**src/rtl/output_process_spi_if.sv**
```systemverilog
// output_process_spi_if: groups the header handshake, FIFO read port and serial
// output of output_process_spi. The master modport is the system/bench side and
// the slave modport is the transmitter.
interface output_process_spi_if;
    logic        TX_EN;
    logic        MSG_VALID;
    logic [15:0] MSG_CODE;
    logic [7:0]  MSG_LEN;
    logic        MSG_ACK;
    logic [15:0] SRC_DATA;
    logic        SRC_EMPTY;
    logic        SRC_RDREQ;
    logic        TX_DATA;
    logic        TX_LOAD;
    logic        TX_STOP;
    logic        TX_BUSY;
    logic        UNDERRUN;
    logic [2:0]  state_monitor;

    modport master (
        output TX_EN, MSG_VALID, MSG_CODE, MSG_LEN, SRC_DATA, SRC_EMPTY,
        input  MSG_ACK, SRC_RDREQ, TX_DATA, TX_LOAD, TX_STOP, TX_BUSY, UNDERRUN,
               state_monitor
    );

    modport slave (
        input  TX_EN, MSG_VALID, MSG_CODE, MSG_LEN, SRC_DATA, SRC_EMPTY,
        output MSG_ACK, SRC_RDREQ, TX_DATA, TX_LOAD, TX_STOP, TX_BUSY, UNDERRUN,
               state_monitor
    );
endinterface

```
**src/rtl/output_process_spi.sv**
```systemverilog
// output_process_spi: builds a serial frame (prefix, code, optional length,
// data words from a show-ahead FIFO, optional checksum) and shifts it out MSB
// first on RX_CLK, followed by GAP_WORDS idle word slots.
// Optional feature: define OUT_SPI_FRAME_CNT_EN to add the FRAME_CNT output,
// an 8-bit wrapping count of accepted headers.
//
// state  | meaning
// IDLE   | waiting for MSG_VALID, TX_DATA at idle level
// PREFIX | shifting the frame start word
// CODE   | shifting the latched code word
// LEN    | shifting {8'h00, length}
// DATA   | shifting FIFO words (zero filler when the FIFO is empty)
// CHKSUM | shifting the running 16-bit sum
// GAP    | idle word slots after the frame, still busy
module output_process_spi #(
    parameter logic [15:0] PREFIX     = 16'h55AA,
    parameter logic [15:0] EXIT_CODE  = 16'hFF00,
    parameter logic        IDLE_LEVEL = 1'b0,
    parameter int          GAP_WORDS  = 1
) (
    input  logic                 RX_CLK,
    input  logic                 RST,
`ifdef OUT_SPI_FRAME_CNT_EN
    output logic [7:0]           FRAME_CNT,
`endif
    output_process_spi_if.slave  bus
);

    typedef enum logic [2:0] {
        IDLE   = 3'd0,
        PREFIX_S = 3'd1,
        CODE   = 3'd2,
        LEN    = 3'd3,
        DATA   = 3'd4,
        CHKSUM = 3'd5,
        GAP    = 3'd6
    } state_t;

    localparam logic [15:0] IDLE_WORD = {16{IDLE_LEVEL}};
    localparam logic [7:0]  GAP_LAST  = 8'(GAP_WORDS - 1);

    state_t      state;
    state_t      nxt_frame;
    logic [15:0] shreg;
    logic [15:0] code_r;
    logic [15:0] chk;
    logic [15:0] src_word;
    logic [7:0]  len_r;
    logic [7:0]  word_cnt;
    logic [3:0]  bit_cnt;
    logic        msg_ack;
    logic        rdreq;
    logic        underrun;
    logic        busy;
    logic        accept;
    logic        last_data;
    logic        tx_load;

    assign accept    = (state == IDLE) && bus.MSG_VALID;
    assign src_word  = bus.SRC_EMPTY ? 16'h0000 : bus.SRC_DATA;
    assign last_data = (word_cnt == len_r - 8'd1);

    // Word that follows the current one once its LSB has been shifted out
    always_comb begin
        nxt_frame = GAP;
        case (state)
            PREFIX_S: nxt_frame = CODE;
            CODE: begin
                if (code_r == EXIT_CODE) nxt_frame = GAP;
                else if (code_r[0])      nxt_frame = LEN;
                else if (len_r != 8'd0)  nxt_frame = DATA;
                else if (code_r[1])      nxt_frame = CHKSUM;
            end
            LEN: begin
                if (len_r != 8'd0)       nxt_frame = DATA;
                else if (code_r[1])      nxt_frame = CHKSUM;
            end
            DATA: begin
                if (!last_data)          nxt_frame = DATA;
                else if (code_r[1])      nxt_frame = CHKSUM;
            end
            default:                     nxt_frame = GAP;
        endcase
    end

    // Frame sequencer: header accept, bit shifting, word loading and gap timing
    always_ff @(posedge RX_CLK or negedge RST) begin
        if (!RST) begin
            state    <= IDLE;
            shreg    <= IDLE_WORD;
            code_r   <= 16'h0000;
            chk      <= 16'h0000;
            len_r    <= 8'h00;
            word_cnt <= 8'h00;
            bit_cnt  <= 4'd0;
            msg_ack  <= 1'b0;
            rdreq    <= 1'b0;
            underrun <= 1'b0;
            busy     <= 1'b0;
        end else begin
            msg_ack <= 1'b0;
            rdreq   <= 1'b0;
            if (state == IDLE) begin
                if (accept) begin
                    code_r   <= bus.MSG_CODE;
                    len_r    <= bus.MSG_LEN;
                    msg_ack  <= 1'b1;
                    busy     <= 1'b1;
                    shreg    <= PREFIX;
                    bit_cnt  <= 4'd15;
                    word_cnt <= 8'h00;
                    chk      <= 16'h0000;
                    state    <= PREFIX_S;
                end
            end else if (bus.TX_EN) begin
                if (bit_cnt != 4'd0) begin
                    shreg   <= {shreg[14:0], IDLE_LEVEL};
                    bit_cnt <= bit_cnt - 4'd1;
                end else begin
                    bit_cnt <= 4'd15;
                    if (state == GAP) begin
                        shreg <= IDLE_WORD;
                        if (word_cnt == GAP_LAST) begin
                            state <= IDLE;
                            busy  <= 1'b0;
                        end else begin
                            word_cnt <= word_cnt + 8'd1;
                        end
                    end else begin
                        state <= nxt_frame;
                        case (nxt_frame)
                            CODE: begin
                                shreg <= code_r;
                                chk   <= code_r;
                            end
                            LEN: begin
                                shreg <= {8'h00, len_r};
                                chk   <= chk + {8'h00, len_r};
                            end
                            DATA: begin
                                // Filler still counts as a word so the frame length is kept
                                shreg    <= src_word;
                                chk      <= chk + src_word;
                                rdreq    <= !bus.SRC_EMPTY;
                                underrun <= underrun | bus.SRC_EMPTY;
                                word_cnt <= (state == DATA) ? word_cnt + 8'd1 : 8'h00;
                            end
                            CHKSUM: shreg <= chk;
                            default: begin
                                shreg    <= IDLE_WORD;
                                word_cnt <= 8'h00;
                            end
                        endcase
                    end
                end
            end
        end
    end

`ifdef OUT_SPI_FRAME_CNT_EN
    // Count accepted headers, wrapping at 255
    always_ff @(posedge RX_CLK or negedge RST) begin
        if (!RST)        FRAME_CNT <= 8'h00;
        else if (accept) FRAME_CNT <= FRAME_CNT + 8'd1;
    end
`endif

    assign tx_load           = (bit_cnt == 4'd0) && (state != IDLE) && (state != GAP);
    assign bus.TX_LOAD       = tx_load;
    assign bus.TX_STOP       = tx_load && (nxt_frame == GAP);
    assign bus.TX_DATA       = shreg[15];
    assign bus.MSG_ACK       = msg_ack;
    assign bus.SRC_RDREQ     = rdreq;
    assign bus.TX_BUSY       = busy;
    assign bus.UNDERRUN      = underrun;
    assign bus.state_monitor = state;

endmodule

```
**src/flat_wrapper.sv**
```systemverilog
// flat-port wrapper written by rule: the top's interface ports become plain ports
module output_process_spi_flat 
#(
    parameter logic [15:0] PREFIX     = 16'h55AA,
    parameter logic [15:0] EXIT_CODE  = 16'hFF00,
    parameter logic        IDLE_LEVEL = 1'b0,
    parameter int          GAP_WORDS  = 1
)
  (RX_CLK, RST, bus_TX_EN, bus_MSG_VALID, bus_MSG_CODE, bus_MSG_LEN, bus_SRC_DATA, bus_SRC_EMPTY, bus_MSG_ACK, bus_SRC_RDREQ, bus_TX_DATA, bus_TX_LOAD, bus_TX_STOP, bus_TX_BUSY, bus_UNDERRUN, bus_state_monitor);
  output_process_spi_if bus_i ();
  input  logic RX_CLK;
  input  logic RST;
  input wire logic [$bits(bus_i.TX_EN)-1:0] bus_TX_EN;
  input wire logic [$bits(bus_i.MSG_VALID)-1:0] bus_MSG_VALID;
  input wire logic [$bits(bus_i.MSG_CODE)-1:0] bus_MSG_CODE;
  input wire logic [$bits(bus_i.MSG_LEN)-1:0] bus_MSG_LEN;
  input wire logic [$bits(bus_i.SRC_DATA)-1:0] bus_SRC_DATA;
  input wire logic [$bits(bus_i.SRC_EMPTY)-1:0] bus_SRC_EMPTY;
  output wire logic [$bits(bus_i.MSG_ACK)-1:0] bus_MSG_ACK;
  output wire logic [$bits(bus_i.SRC_RDREQ)-1:0] bus_SRC_RDREQ;
  output wire logic [$bits(bus_i.TX_DATA)-1:0] bus_TX_DATA;
  output wire logic [$bits(bus_i.TX_LOAD)-1:0] bus_TX_LOAD;
  output wire logic [$bits(bus_i.TX_STOP)-1:0] bus_TX_STOP;
  output wire logic [$bits(bus_i.TX_BUSY)-1:0] bus_TX_BUSY;
  output wire logic [$bits(bus_i.UNDERRUN)-1:0] bus_UNDERRUN;
  output wire logic [$bits(bus_i.state_monitor)-1:0] bus_state_monitor;
  assign bus_i.TX_EN = bus_TX_EN;
  assign bus_i.MSG_VALID = bus_MSG_VALID;
  assign bus_i.MSG_CODE = bus_MSG_CODE;
  assign bus_i.MSG_LEN = bus_MSG_LEN;
  assign bus_i.SRC_DATA = bus_SRC_DATA;
  assign bus_i.SRC_EMPTY = bus_SRC_EMPTY;
  assign bus_MSG_ACK = bus_i.MSG_ACK;
  assign bus_SRC_RDREQ = bus_i.SRC_RDREQ;
  assign bus_TX_DATA = bus_i.TX_DATA;
  assign bus_TX_LOAD = bus_i.TX_LOAD;
  assign bus_TX_STOP = bus_i.TX_STOP;
  assign bus_TX_BUSY = bus_i.TX_BUSY;
  assign bus_UNDERRUN = bus_i.UNDERRUN;
  assign bus_state_monitor = bus_i.state_monitor;
  output_process_spi #(.PREFIX(PREFIX), .EXIT_CODE(EXIT_CODE), .IDLE_LEVEL(IDLE_LEVEL), .GAP_WORDS(GAP_WORDS)) u_core (.RX_CLK(RX_CLK), .RST(RST), .bus(bus_i));
endmodule
```
**config.mk**
```make
export PLATFORM = sky130hd
export DESIGN_NAME = output_process_spi_flat
export DESIGN_NICKNAME = d
export VERILOG_FILES = /design/src/rtl/output_process_spi_if.sv /design/src/rtl/output_process_spi.sv /design/src/flat_wrapper.sv
export SDC_FILE = /design/constraint.sdc
export NUM_CORES = 1
export LEC_CHECK = 0
export ABC_CLOCK_PERIOD_IN_PS = 5400
export BUFFER_PORTS_ARGS = -buffer_cell sky130_fd_sc_hd__buf_4
export CAP_MARGIN = 20
export CORE_UTILIZATION = 50
export DETAILED_ROUTE_END_ITERATION = 10
export PLACE_DENSITY = 0.71
export SLEW_MARGIN = 20
export SYNTH_ARGS = -nofsm -noshare
export SYNTH_HDL_FRONTEND = slang
export SYNTH_SLANG_ARGS = --single-unit
```
**constraint.sdc**
```tcl
create_clock -name RX_CLK -period 5.4 [get_ports RX_CLK]
set_clock_uncertainty 0.05 [all_clocks]
set_input_delay 0 -clock RX_CLK [delete_from_list [all_inputs] [get_ports RX_CLK]]
set_output_delay 0 -clock RX_CLK [all_outputs]
set_load 0.02 [all_outputs]
```
==> impl_results.md, run 1 <==
- Outcome: complete, no violations
- Slowest stage delay, CP: 0.59 ns
- Met2 wire len: 6780 µm
- Setup Viol. Count Final: 0
- Initial antenna violation count: 0
- Critical path launch point type: register
- First-pass GRT wire length: 24000 µm
- Peak VDD IR: 225 µV
- Total track usage: 30.2%
- Starting density of the core: 51.4%
- # fillers: 845
- Fmax: 196 MHz
- Die H: 102 µm
- Area growth from synthesis to layout: 21.6%
- Top-count cell post-synth: dfrtp_1
- Max_slew headroom: 35.7%
- Synth cell types: 69
- Core area: 9770 µm²
- Die area: 10500 µm²
- Max-cap violations: 0
- Via-per-instance ratio: 6.22
- Final hold vios: 0
- Switching power total: 0.00109 W
- Clk Latency, worst-skew pair: 0.36 ns
- Top_reg_cell synth: dfrtp_1
- Synthesized Nets: 627
- Synthesized instance count: 565
- Cell area after layout: 6110 µm²
- Worst-path maximum fanout: 16
- Top-area cell type share of the netlist area: 37.3%
- Initial DRC Count: 380
- Crit-path slowest cell: or4_1
- Length of routed wiring on met1: 6240 µm
- PD cells: 427 nW/µm²
- Row cnt: 36
- Die Wd: 102 µm
- Cell taking the most area after synthesis: dfrtp_1
- RD Place Congestion: 0.933
- Final min period: 5.10 ns
- Nets: 703
- CTS tree: yes
- CP required: 5.63 ns
- Yosys warnings: 0
- Post-synth EDFFs: 0
- Final ANT Viol Nets: 0
- Sequential share of power: 36.8%
- Pin count of the biggest net entering global routing: 76
- Top sig layer: met4
- Tcrit/Tclk final: 94.5%
- Via total after detailed routing: 4848
- Dpl cells: 734
- Final wirelength: 14700 µm
- Combinational Power Share: 44.5%
- Syn Area/Cell: 8.90 µm²
- Share of layout cells above drive strength 1: 19.3%
- Drt first pass iters: 5
- N_diodes: 0
- Post-synth ARST share: 100%
- Final Max Tran Viols: 0
- Post-route insts no fill: 779
- RSZ-0062 raised after global routing: yes
- Dpl cell area: 5590 µm²
- HPWL Detailed: 10300 µm
- Seq/Total Area, Yosys: 37.3%
- Final core occ: 62.5%
- Critical path, cell by cell: inv_1, ha_1, or3b_1, or3_1, a211oi_1, o211a_1, buf_4, nor2_1, buf_4, a22o_1, ha_1, or4_1, a2bb2oi_1, a21o_1, a21oi_1, a2bb2oi_2, o2111ai_2, nor4bb_1, a221oi_1, o31ai_1
- Port bufs: 54
- Clock sink count: 75
- Worst min-delay path category: in2reg
- Multi-input logic area: 2990 µm²
- P_leak: 2.58 nW
- Drt wl/cell: 18.8 µm
- Total length of routed met3 wires: 1330 µm
- Vias in the first global route: 4777
- Synth Cell Area: 5030 µm²
- Critical Path Sink Type: register
- Grt total ovfl: 0
- CTS Root Cell: clkbuf_8
- Residual DRC: 0
- Switch share: 41.7%
- Total CTS buffers: 9
- Register Area: 1880 µm²
- Synth top cells by count: 75 x dfrtp_1, 57 x nand2_1, 38 x nor2_1, 35 x a21oi_1, 27 x o21ai_0
- Clock share of power: 18.7%
- Crit Path Class: reg2reg
- H-tree depth: 3
- Pint: 0.00152 W
- Clk slew on worst S/H paths: 0.09 ns
- Synth top area cells: dfrtp_1 37%, mux2_2 4.5%, nand2_1 4.3%, ha_1 4.0%, a21oi_1 3.5%
- Critical Path AT: 5.33 ns
- Max clock buf depth: 2
- Setup TNS: 0 ns
- Worst slew pin tran: 0.964 ns
- #FFs+latches synth: 75
- I/O Pins: 55
-- metal layers --
| layer | global-route usage (%) | vias to the layer above |
|---|---|---|
| li1 | - | 2262 |
| met1 | 40.0 | 2325 |
| met4 | 12.7 | 0 |
| met3 | 6.84 | 29 |
| met5 | 0 | - |
| met2 | 47.8 | 232 |
-- layout make-up --
class	instances	area share (%)
well taps	133	2.72
repair buffers	99	13.3
multi-input cells	442	48.9
flip-flops and latches	75	30.7
clock inverters	7	1.51
clock buffers	9	2.03
inverters	14	0.860
-- placed cells by master, fill, tap and decap left out, types with 16 or more instances in the layout --
master	count
a21oi_1	35
mux2_2	20
nor2_1	38
nand2_1	57
dlygate4sd3_1	28
ha_1	16
dfrtp_1	75
o21ai_1	19
o21ai_0	25
buf_4	71
-- worst paths after layout --
check / slack (ns) / endpoint / cells after the start / startpoint
worst max-delay path: 0.30 / u_core.chk[13] / 20 / u_core.len_r[0]
worst min-delay path: 0.03 / u_core.shreg[11] / 4 / bus_SRC_DATA[11]
worst max register to register: 0.30 / u_core.chk[13] / 20 / u_core.len_r[0]
worst min register to register: 0.44 / u_core.shreg[8] / 2 / u_core.shreg[8]
max in group asynchronous: 4.40 / u_core.chk[6] / 2 / RST
min in group asynchronous: 0.29 / u_core.bit_cnt[2] / 2 / RST
-- registers in the layout, summed over array words and instances, names as in the netlist --
name                      flops
u_core.chk                   16
u_core.code_r                16
u_core.shreg                 16
u_core.len_r                  8
u_core.word_cnt               8
u_core.bit_cnt                4
u_core.bus.state_monitor      3
u_core.bus.MSG_ACK            1
u_core.bus.SRC_RDREQ          1
u_core.bus.TX_BUSY            1
u_core.bus.UNDERRUN           1
-- cell families (layout without fill, tap and decap cells) --
logic type	after synthesis	in the layout	synth area share, %
AND/OR/NAND/NOR	194	194	19.8
AO/OA/AOI/OAI	190	190	26.4
flip-flops	75	75	37.3
buffers and inverters	48	129	3.81
multiplexers	25	25	5.48
adder cells (fa/ha/maj)	18	18	4.58
XOR/XNOR	15	15	2.61
-- repair_timing --
action | CTS | global route
setup buffers | 0 | 1
endpoints found under the hold margin | 106 | 0
resized for setup | 0 | 7
endpoints found under the setup margin | 0 | 4
hold buffers | 28 | 0
-- power groups by stage --
stage          logic [W]  clock network [W]  registers (W)
2_1_floorplan   0.000848                  0       0.000890
3_3_place_gp     0.00108                  0       0.000958
3_5_place_dp     0.00111                  0       0.000965
4_1_cts          0.00114           0.000496       0.000954
5_1_grt          0.00129           0.000526       0.000983
6_report         0.00116           0.000488       0.000961
-- worst max-delay path, delay by kind of cell (launching register included) --
family                   cells  cell delay (ns)
AO/OA/AOI/OAI               10             1.82
AND/OR/NAND/NOR              5             1.76
buffers and inverters        3             0.48
flip-flops                   1             0.45
adder cells (fa/ha/maj)      2             0.44
-- per-stage QoR --
step	hold slack, ns	total power (W)	setup WS (ns)
after floorplan	-0.346	0.00174	0.592
after global placement	0.168	0.00204	0.459
after detailed placement	0.173	0.00208	0.261
after CTS	0.0232	0.00259	0.260
after global routing	0.0638	0.00280	-0.0273
final	0.0314	0.00261	0.296
No activity file was read; power rests on OpenSTA's default activity.
==> run 2: changes to the inputs <==
--- a/config.mk
+++ b/config.mk
@@ -8,9 +8,9 @@
 export ABC_CLOCK_PERIOD_IN_PS = 5400
 export BUFFER_PORTS_ARGS = -buffer_cell sky130_fd_sc_hd__buf_4
 export CAP_MARGIN = 20
-export CORE_UTILIZATION = 50
+export CORE_UTILIZATION = 48
 export DETAILED_ROUTE_END_ITERATION = 10
-export PLACE_DENSITY = 0.71
+export PLACE_DENSITY = 0.68
 export SLEW_MARGIN = 20
 export SYNTH_ARGS = -nofsm -noshare
 export SYNTH_HDL_FRONTEND = slang
==> run 2 against run 1 <==
  * Total power grew 2.7%
  * Largest cell class unchanged
  * Clock-buffer cell count is the same
  * Critical path type unchanged
  * Register-to-register slack gained 0.06 ns
  * First-iteration DRC count shrank 6.1%
  * Hold slack lost 0.0053 ns
  * Design area grew 0.70%
  * Maximum frequency grew 1.2%
  * Utilization shrank 0.70 points
  * Flip-flop and latch count is the same
==> impl_results.md, run 2 (same netlist as run 1, synthesis figures left out) <==
- RSZ-0062 raised after global routing: no (was yes)
- Hold depth: 4 (unchanged)
- Crit-path slowest cell: dfrtp_1 (was or4_1)
- Die H: 104 µm (was 102 µm)
- CP delay by family, top: compound AO/OA/AOI/OAI gates (unchanged)
- Drt first pass iters: 7 (was 5)
- Row cnt: 36 (unchanged)
- First-pass GRT wire length: 24200 µm (was 24000 µm)
- Share of layout cells above drive strength 1: 19.7% (was 19.3%)
- Final Max Tran Viols: 0 (unchanged)
- Die Wd: 104 µm (was 102 µm)
- Outcome: complete, no violations (unchanged)
- Port bufs: 54 (unchanged)
- Tcrit/Tclk final: 93.4% (was 94.5%)
- Leading cell type in the layout, fill and taps excluded: dfrtp_1 (unchanged)
- Area growth from synthesis to layout: 22.4% (was 21.6%)
- Vias in the first global route: 4794 (was 4777)
- I/O Pins: 55 (unchanged)
- Worst slew pin tran: 0.967 ns (was 0.964 ns)
- Grt total ovfl: 0 (unchanged)
- CP Buf/Inv Count: 4 (was 3)
- Commonest non-fill, non-tap cells in the layout: 75 x dfrtp_1, 71 x buf_4, 57 x nand2_1 (unchanged)
- Nets: 703 (unchanged)
- Starting density of the core: 50.5% (was 51.4%)
- Clk Latency, worst-skew pair: 0.36 ns (about the same)
- Final hold vios: 0 (unchanged)
- Dpl cells: 734 (unchanged)
- Crit Path Class: reg2reg (unchanged)
- Total CTS buffers: 9 (unchanged)
- Max-cap violations: 0 (unchanged)
- Fmax: 198 MHz (was 196 MHz)
- CP required: 5.59 ns (was 5.63 ns)
- Max clock buf depth: 2 (unchanged)
- Crit. path cell count: 23 (was 20)
- Setup Viol. Count Final: 0 (unchanged)
- CTS Root Cell: clkbuf_8 (unchanged)
- Critical path launch point type: register (unchanged)
- Slowest stage delay, CP: 0.44 ns (was 0.59 ns)
- Residual DRC: 0 (unchanged)
- Post-route insts no fill: 779 (unchanged)
- P_leak: 2.59 nW (was 2.58 nW)
- Core area: 9950 µm² (was 9770 µm²)
- Critical Path AT: 5.24 ns (was 5.33 ns)
- Initial antenna violation count: 0 (unchanged)
- Worst min-delay path category: in2reg (unchanged)
- Worst reg-to-reg path cell count: 23 (was 20)
- N_diodes: 0 (unchanged)
- Top flop regs: u_core.chk x16, u_core.code_r x16, u_core.shreg x16 (unchanged)
- Pin count of the biggest net entering global routing: 76 (unchanged)
- Setup TNS: 0 ns (unchanged)
- Total track usage: 28.2% (was 30.2%)
- Drt wl/cell: 19.0 µm (was 18.8 µm)
- Peak VDD IR: 219 µV (was 225 µV)
- # fillers: 868 (was 845)
- PD cells: 436 nW/µm² (was 427 nW/µm²)
- Initial DRC Count: 357 (was 380)
- Max_slew headroom: 35.6% (was 35.7%)
- CTS tree: yes (unchanged)
- Via-per-instance ratio: 6.24 (was 6.22)
- Critical path, cell by cell: inv_1, ha_1, or3b_1, or3_1, a211oi_1, o211a_1, buf_4, nor2_1, buf_4, nand2_1, o21ai_0, ha_1, inv_1, fa_1, nor2b_2, o31a_1, o21a_1, a21oi_1, o21ai_1, a21oi_1, nor4b_2, mux2i_1, o41ai_1 (was inv_1, ha_1, or3b_1, or3_1, a211oi_1, o211a_1, buf_4, nor2_1, buf_4, a22o_1, ha_1, or4_1, a2bb2oi_1, a21o_1, a21oi_1, a2bb2oi_2, o2111ai_2, nor4bb_1, a221oi_1, o31ai_1)
- HPWL Detailed: 10400 µm (was 10300 µm)
- Clk slew on worst S/H paths: 0.09 ns (about the same)
- Worst-path maximum fanout: 16 (unchanged)
- Via total after detailed routing: 4858 (was 4848)
- Final ANT Viol Nets: 0 (unchanged)
- Critical Path Sink Type: register (unchanged)
- Die area: 10900 µm² (was 10500 µm²)
- Clock sink count: 75 (unchanged)
- H-tree depth: 3 (unchanged)
- Final min period: 5.04 ns (was 5.10 ns)
- RD Place Congestion: 0.949 (was 0.933)
- Hold slack: 0.0261 ns (was 0.0314 ns)
- Final wirelength: 14800 µm (was 14700 µm)
run 2: cell count changes in the layout (fill, tap and decap cells not counted), sizes merged:
cell,change
inv,+3
bufinv,+1
clkinv,-4
run 2: per-layer routing:
layer / GRT usage (%) / vias to the layer above / wire length (µm) / share of wire [%]
li1: - / 2278 / - / -
met1: 37.2 / 2329 / 6560 / 44
met2: 44.1 / 211 / 6710 / 45
met3: 7.27 / 40 / 1120 / 7.6
met4: 11.0 / 0 / 426 / 2.9
met5: 0 / - / 0 / 0
run 2: worst min-delay path: cells and delay by family:
family,cells,cell delay [ns]
AO/OA/AOI/OAI,3,0.29
buffers and inverters,1,0.10
run 2: what timing repair did:
item	4_1_cts	5_1_grt
endpoints found under the setup margin	0	4
gates resized for setup	0	7
setup buffers	0	1
hold endpoints to repair	106	0
hold buffers	28	0
run 2: area by class of cell:
type	instances	area, µm²	share of cell area, %
flip-flops and latches	75	1880	30.5
clock buffers	9	124	2.01
clock inverters	7	121	1.97
repair buffers	99	813	13.2
inverters	14	52.6	0.854
well taps	133	166	2.70
multi-input cells	442	3000	48.7
run 2: worst paths after layout:
check / start / endpoint / slack [ns]
worst min-delay path: bus_SRC_DATA[11] / u_core.shreg[11] / 0.03
worst min register to register: u_core.shreg[15] / u_core.shreg[15] / 0.44
worst max register to register: u_core.len_r[0] / u_core.chk[14] / 0.36
worst max-delay path: u_core.len_r[0] / u_core.chk[14] / 0.36
max in group asynchronous: RST / u_core.code_r[4] / 4.39
min in group asynchronous: RST / u_core.bit_cnt[2] / 0.29
run 2: stage by stage:
| step | utilization (%) | setup slack (ns) | area [µm²] | power [W] |
|---|---|---|---|---|
| 6_report | 61.8 | 0.358 | 6150 | 0.00268 |
| 5_1_grt | 61.8 | 0.0365 | 6150 | 0.00286 |
| 4_1_cts | 61.4 | 0.189 | 6110 | 0.00265 |
| 3_5_place_dp | 56.1 | 0.234 | 5590 | 0.00209 |
| 3_3_place_gp | 56.1 | 0.520 | 5590 | 0.00205 |
| 2_1_floorplan | - | 0.592 | 5030 | 0.00174 |
run 2: report_power, final:
group          internal (W)  switching (W)
sequential         0.000745       0.000216
combinational      0.000527       0.000644
clock              0.000311       0.000238
total               0.00158        0.00110
==> run 3: changes to the inputs <==
--- a/config.mk
+++ b/config.mk
@@ -6,11 +6,11 @@
 export NUM_CORES = 1
 export LEC_CHECK = 0
 export ABC_CLOCK_PERIOD_IN_PS = 5400
-export BUFFER_PORTS_ARGS = -buffer_cell sky130_fd_sc_hd__buf_4
 export CAP_MARGIN = 20
 export CORE_UTILIZATION = 48
 export DETAILED_ROUTE_END_ITERATION = 10
-export PLACE_DENSITY = 0.68
+export DONT_BUFFER_PORTS = 1
+export PLACE_DENSITY = 0.64
 export SLEW_MARGIN = 20
 export SYNTH_ARGS = -nofsm -noshare
 export SYNTH_HDL_FRONTEND = slang
==> run 3 against run 2 <==
  * First-iteration DRC count down 14%
  * Via count down 4.3%
  * Clock power about the same
  * Wire length down 0.37%
  * Largest cell class unchanged
  * Non-clock buffer count down 43
  * Flip-flop and latch count unchanged
==> impl_results.md, run 3 (same netlist as run 1, synthesis figures left out) <==
- Outcome: complete, no violations (unchanged)
- Final Max Tran Viols: 0 (unchanged)
- HP Start: bus_SRC_DATA[6] (was bus_SRC_DATA[11])
- Cell area after layout: 5890 µm² (was 6150 µm²)
- PD cells: 454 nW/µm² (was 436 nW/µm²)
- Port bufs: 0 (was 54)
- HPWL Detailed: 10300 µm (was 10400 µm)
- RD Place Congestion: 0.934 (was 0.949)
- Dpl cells: 681 (was 734)
- N_diodes: 0 (unchanged)
- Core area: 9950 µm² (unchanged)
- Starting density of the core: 50.5% (unchanged)
- Peak VDD IR: 271 µV (was 219 µV)
- Final min period: 5.03 ns (was 5.04 ns)
- Register Area: 1880 µm² (about the same)
- Nets: 660 (was 703)
- Switching power total: 0.00110 W (about the same)
- Initial DRC Count: 307 (was 357)
- Share of layout cells above drive strength 1: 13.6% (was 19.7%)
- Setup Viol. Count Final: 0 (unchanged)
- Total CTS buffers: 9 (unchanged)
- Total track usage: 28.4% (was 28.2%)
- Clk slew on worst S/H paths: 0.09 ns (about the same)
- Drt first pass iters: 8 (was 7)
- Max_slew headroom: 32.7% (was 35.6%)
- Dpl cell area: 5190 µm² (was 5590 µm²)
- Final core occ: 59.2% (was 61.8%)
- Power, Total: 0.00267 W (was 0.00268 W)
- Combinational Power Share: 43.2% (was 43.7%)
- Crit Path Class: reg2reg (unchanged)
- I/O Pins: 55 (unchanged)
- Final wirelength: 14800 µm (about the same)
- Worst reg-to-reg path cell count: 20 (was 23)
- First-pass GRT wire length: 23900 µm (was 24200 µm)
- CTS Root Cell: clkbuf_8 (unchanged)
- Die Wd: 104 µm (unchanged)
- Final hold vios: 0 (unchanged)
- Pint: 0.00158 W (about the same)
- Vias in the first global route: 4552 (was 4794)
- Final ANT Viol Nets: 0 (unchanged)
- Reg-to-reg slack, setup: 0.37 ns (was 0.36 ns)
- Commonest non-fill, non-tap cells in the layout: 74 x dfrtp_1, 57 x nand2_1, 38 x nor2_1 (was 75 x dfrtp_1, 71 x buf_4, 57 x nand2_1)
- Switch share: 41.0% (about the same)
- Critical Path Sink Type: register (unchanged)
- FF-to-FF Start: u_core.len_r[0] (unchanged)
- CTS tree: yes (unchanged)
- CP Buf/Inv Count: 3 (was 4)
- CP delay by family, top: compound AO/OA/AOI/OAI gates (unchanged)
- Max clock buf depth: 2 (unchanged)
- Worst r2r dst: u_core.chk[15] (was u_core.chk[14])
- CP required: 5.62 ns (was 5.59 ns)
- Sequential share of power: 36.3% (was 35.8%)
- Via total after detailed routing: 4647 (was 4858)
- Grt total ovfl: 0 (unchanged)
- Critical path launch point type: register (unchanged)
- Hold depth: 3 (was 4)
- Crit-path slowest cell: dfrtp_2 (was dfrtp_1)
- Worst-path maximum fanout: 16 (unchanged)
- Max-cap violations: 0 (unchanged)
- Residual DRC: 0 (unchanged)
- Leading cell type in the layout, fill and taps excluded: dfrtp_1 (unchanged)
- Pin count of the biggest net entering global routing: 76 (unchanged)
- Clk Latency, worst-skew pair: 0.38 ns (was 0.36 ns)
- # fillers: 891 (was 868)
- Fmax: 199 MHz (was 198 MHz)
- Hold EP: u_core.shreg[6] (was u_core.shreg[11])
- Clock share of power: 20.5% (about the same)
- Initial antenna violation count: 0 (unchanged)
- Multi-input logic area: 3020 µm² (was 3000 µm²)
- Row cnt: 36 (unchanged)
- P_leak: 2.37 nW (was 2.59 nW)
- H-tree depth: 3 (unchanged)
- Die area: 10900 µm² (unchanged)
- Critical Path AT: 5.25 ns (was 5.24 ns)
- Via-per-instance ratio: 6.31 (was 6.24)
- Tcrit/Tclk final: 93.1% (was 93.4%)
- Worst min-delay path category: in2reg (unchanged)
- Top flop regs: u_core.chk x16, u_core.code_r x16, u_core.shreg x16 (unchanged)
- Drt wl/cell: 20.1 µm (was 19.0 µm)
- Die H: 104 µm (unchanged)
- Post-route insts no fill: 736 (was 779)
- Critical path, cell by cell: inv_1, ha_2, or3b_1, or3_1, a211oi_1, o211a_2, nor2_1, buf_4, a22o_1, ha_1, o21ai_0, o211ai_1, buf_4, a21oi_1, nor3_1, a2bb2oi_1, o2111ai_1, a21oi_1, mux2i_1, nand2_1 (was inv_1, ha_1, or3b_1, or3_1, a211oi_1, o211a_1, buf_4, nor2_1, buf_4, nand2_1, o21ai_0, ha_1, inv_1, fa_1, nor2b_2, o31a_1, o21a_1, a21oi_1, o21ai_1, a21oi_1, nor4b_2, mux2i_1, o41ai_1)
- Clock sink count: 75 (unchanged)
- Slowest stage delay, CP: 0.45 ns (was 0.44 ns)
- Worst slew pin tran: 0.995 ns (was 0.967 ns)
- Area growth from synthesis to layout: 17.2% (was 22.4%)
run 3: worst max path at each step:
stage | endpoint | slack (ns) | cells past startpoint | start
finish | u_core.chk[15] | 0.37 | 20 | u_core.len_r[0]
global route | u_core.chk[15] | -0.01 | 20 | u_core.len_r[0]
CTS | u_core.chk[14] | 0.003 | 20 | u_core.len_r[0]
detailed placement | u_core.chk[14] | 0.11 | 20 | u_core.len_r[0]
global placement | u_core.chk[14] | 0.26 | 20 | u_core.len_r[0]
floorplan | u_core.chk[14] | 0.59 | 21 | u_core.len_r[0]
run 3: area by class of cell:
| class | instances | share of cell area, % |
|---|---|---|
| Multi-Input combinational cell | 442 | 51.2 |
| Clock buffer | 10 | 2.34 |
| Inverter | 14 | 0.892 |
| Sequential cell | 75 | 31.9 |
| Timing Repair Buffer | 56 | 9.00 |
| Tap cell | 133 | 2.82 |
| Clock inverter | 6 | 1.89 |
run 3: timing repair:
item | in CTS | in global routing
endpoints found under the hold margin | 114 | 6
hold buffers | 36 | 1
gates resized for setup | 0 | 13
setup endpoints to repair | 0 | 4
setup buffers | 0 | 2
run 3: power by group through the flow:
| stage | Sequential, W | Combinational, W | Clock (W) |
|---|---|---|---|
| 5_1_grt | 0.000996 | 0.00128 | 0.000575 |
| 3_3_place_gp | 0.000964 | 0.00105 | 0 |
| 2_1_floorplan | 0.000890 | 0.000848 | 0 |
| 3_5_place_dp | 0.000974 | 0.00107 | 0 |
| 4_1_cts | 0.000963 | 0.00111 | 0.000560 |
| 6_report | 0.000971 | 0.00116 | 0.000548 |
run 3: worst reg2reg max path, cell delays in order (launching register included):
cell       delay [ns]
dfrtp_2          0.45
inv_1            0.11
ha_2             0.22
or3b_1           0.39
or3_1            0.38
a211oi_1         0.24
o211a_2          0.29
nor2_1           0.10
buf_4            0.20
a22o_1           0.20
ha_1             0.33
o21ai_0          0.16
o211ai_1         0.20
buf_4            0.16
a21oi_1          0.08
nor3_1           0.20
a2bb2oi_1        0.28
o2111ai_1        0.26
a21oi_1          0.32
mux2i_1          0.22
nand2_1          0.07
run 3: per-stage QoR:
| stage | setup WS [ns] | setup TNS (ns) | hold slack, ns |
|---|---|---|---|
| after floorplan | 0.592 | 0 | -0.346 |
| after global placement | 0.260 | 0 | -0.343 |
| after detailed placement | 0.113 | 0 | -0.343 |
| after CTS | 0.00279 | 0 | 0.00789 |
| after global routing | -0.0125 | -0.0125 | 0.0341 |
| final | 0.372 | 0 | 0.0389 |
run 3: routing by layer:
metal / vias to the layer above / share of wire, % / wire [µm] / global-route usage [%]
met2: 196 / 46 / 6780 / 44.8
met5: - / 0 / 0 / 0
met1: 2236 / 44 / 6440 / 37.1
li1: 2185 / - / - / -
met4: 0 / 2.9 / 421 / 12.9
met3: 30 / 7.6 / 1120 / 6.45
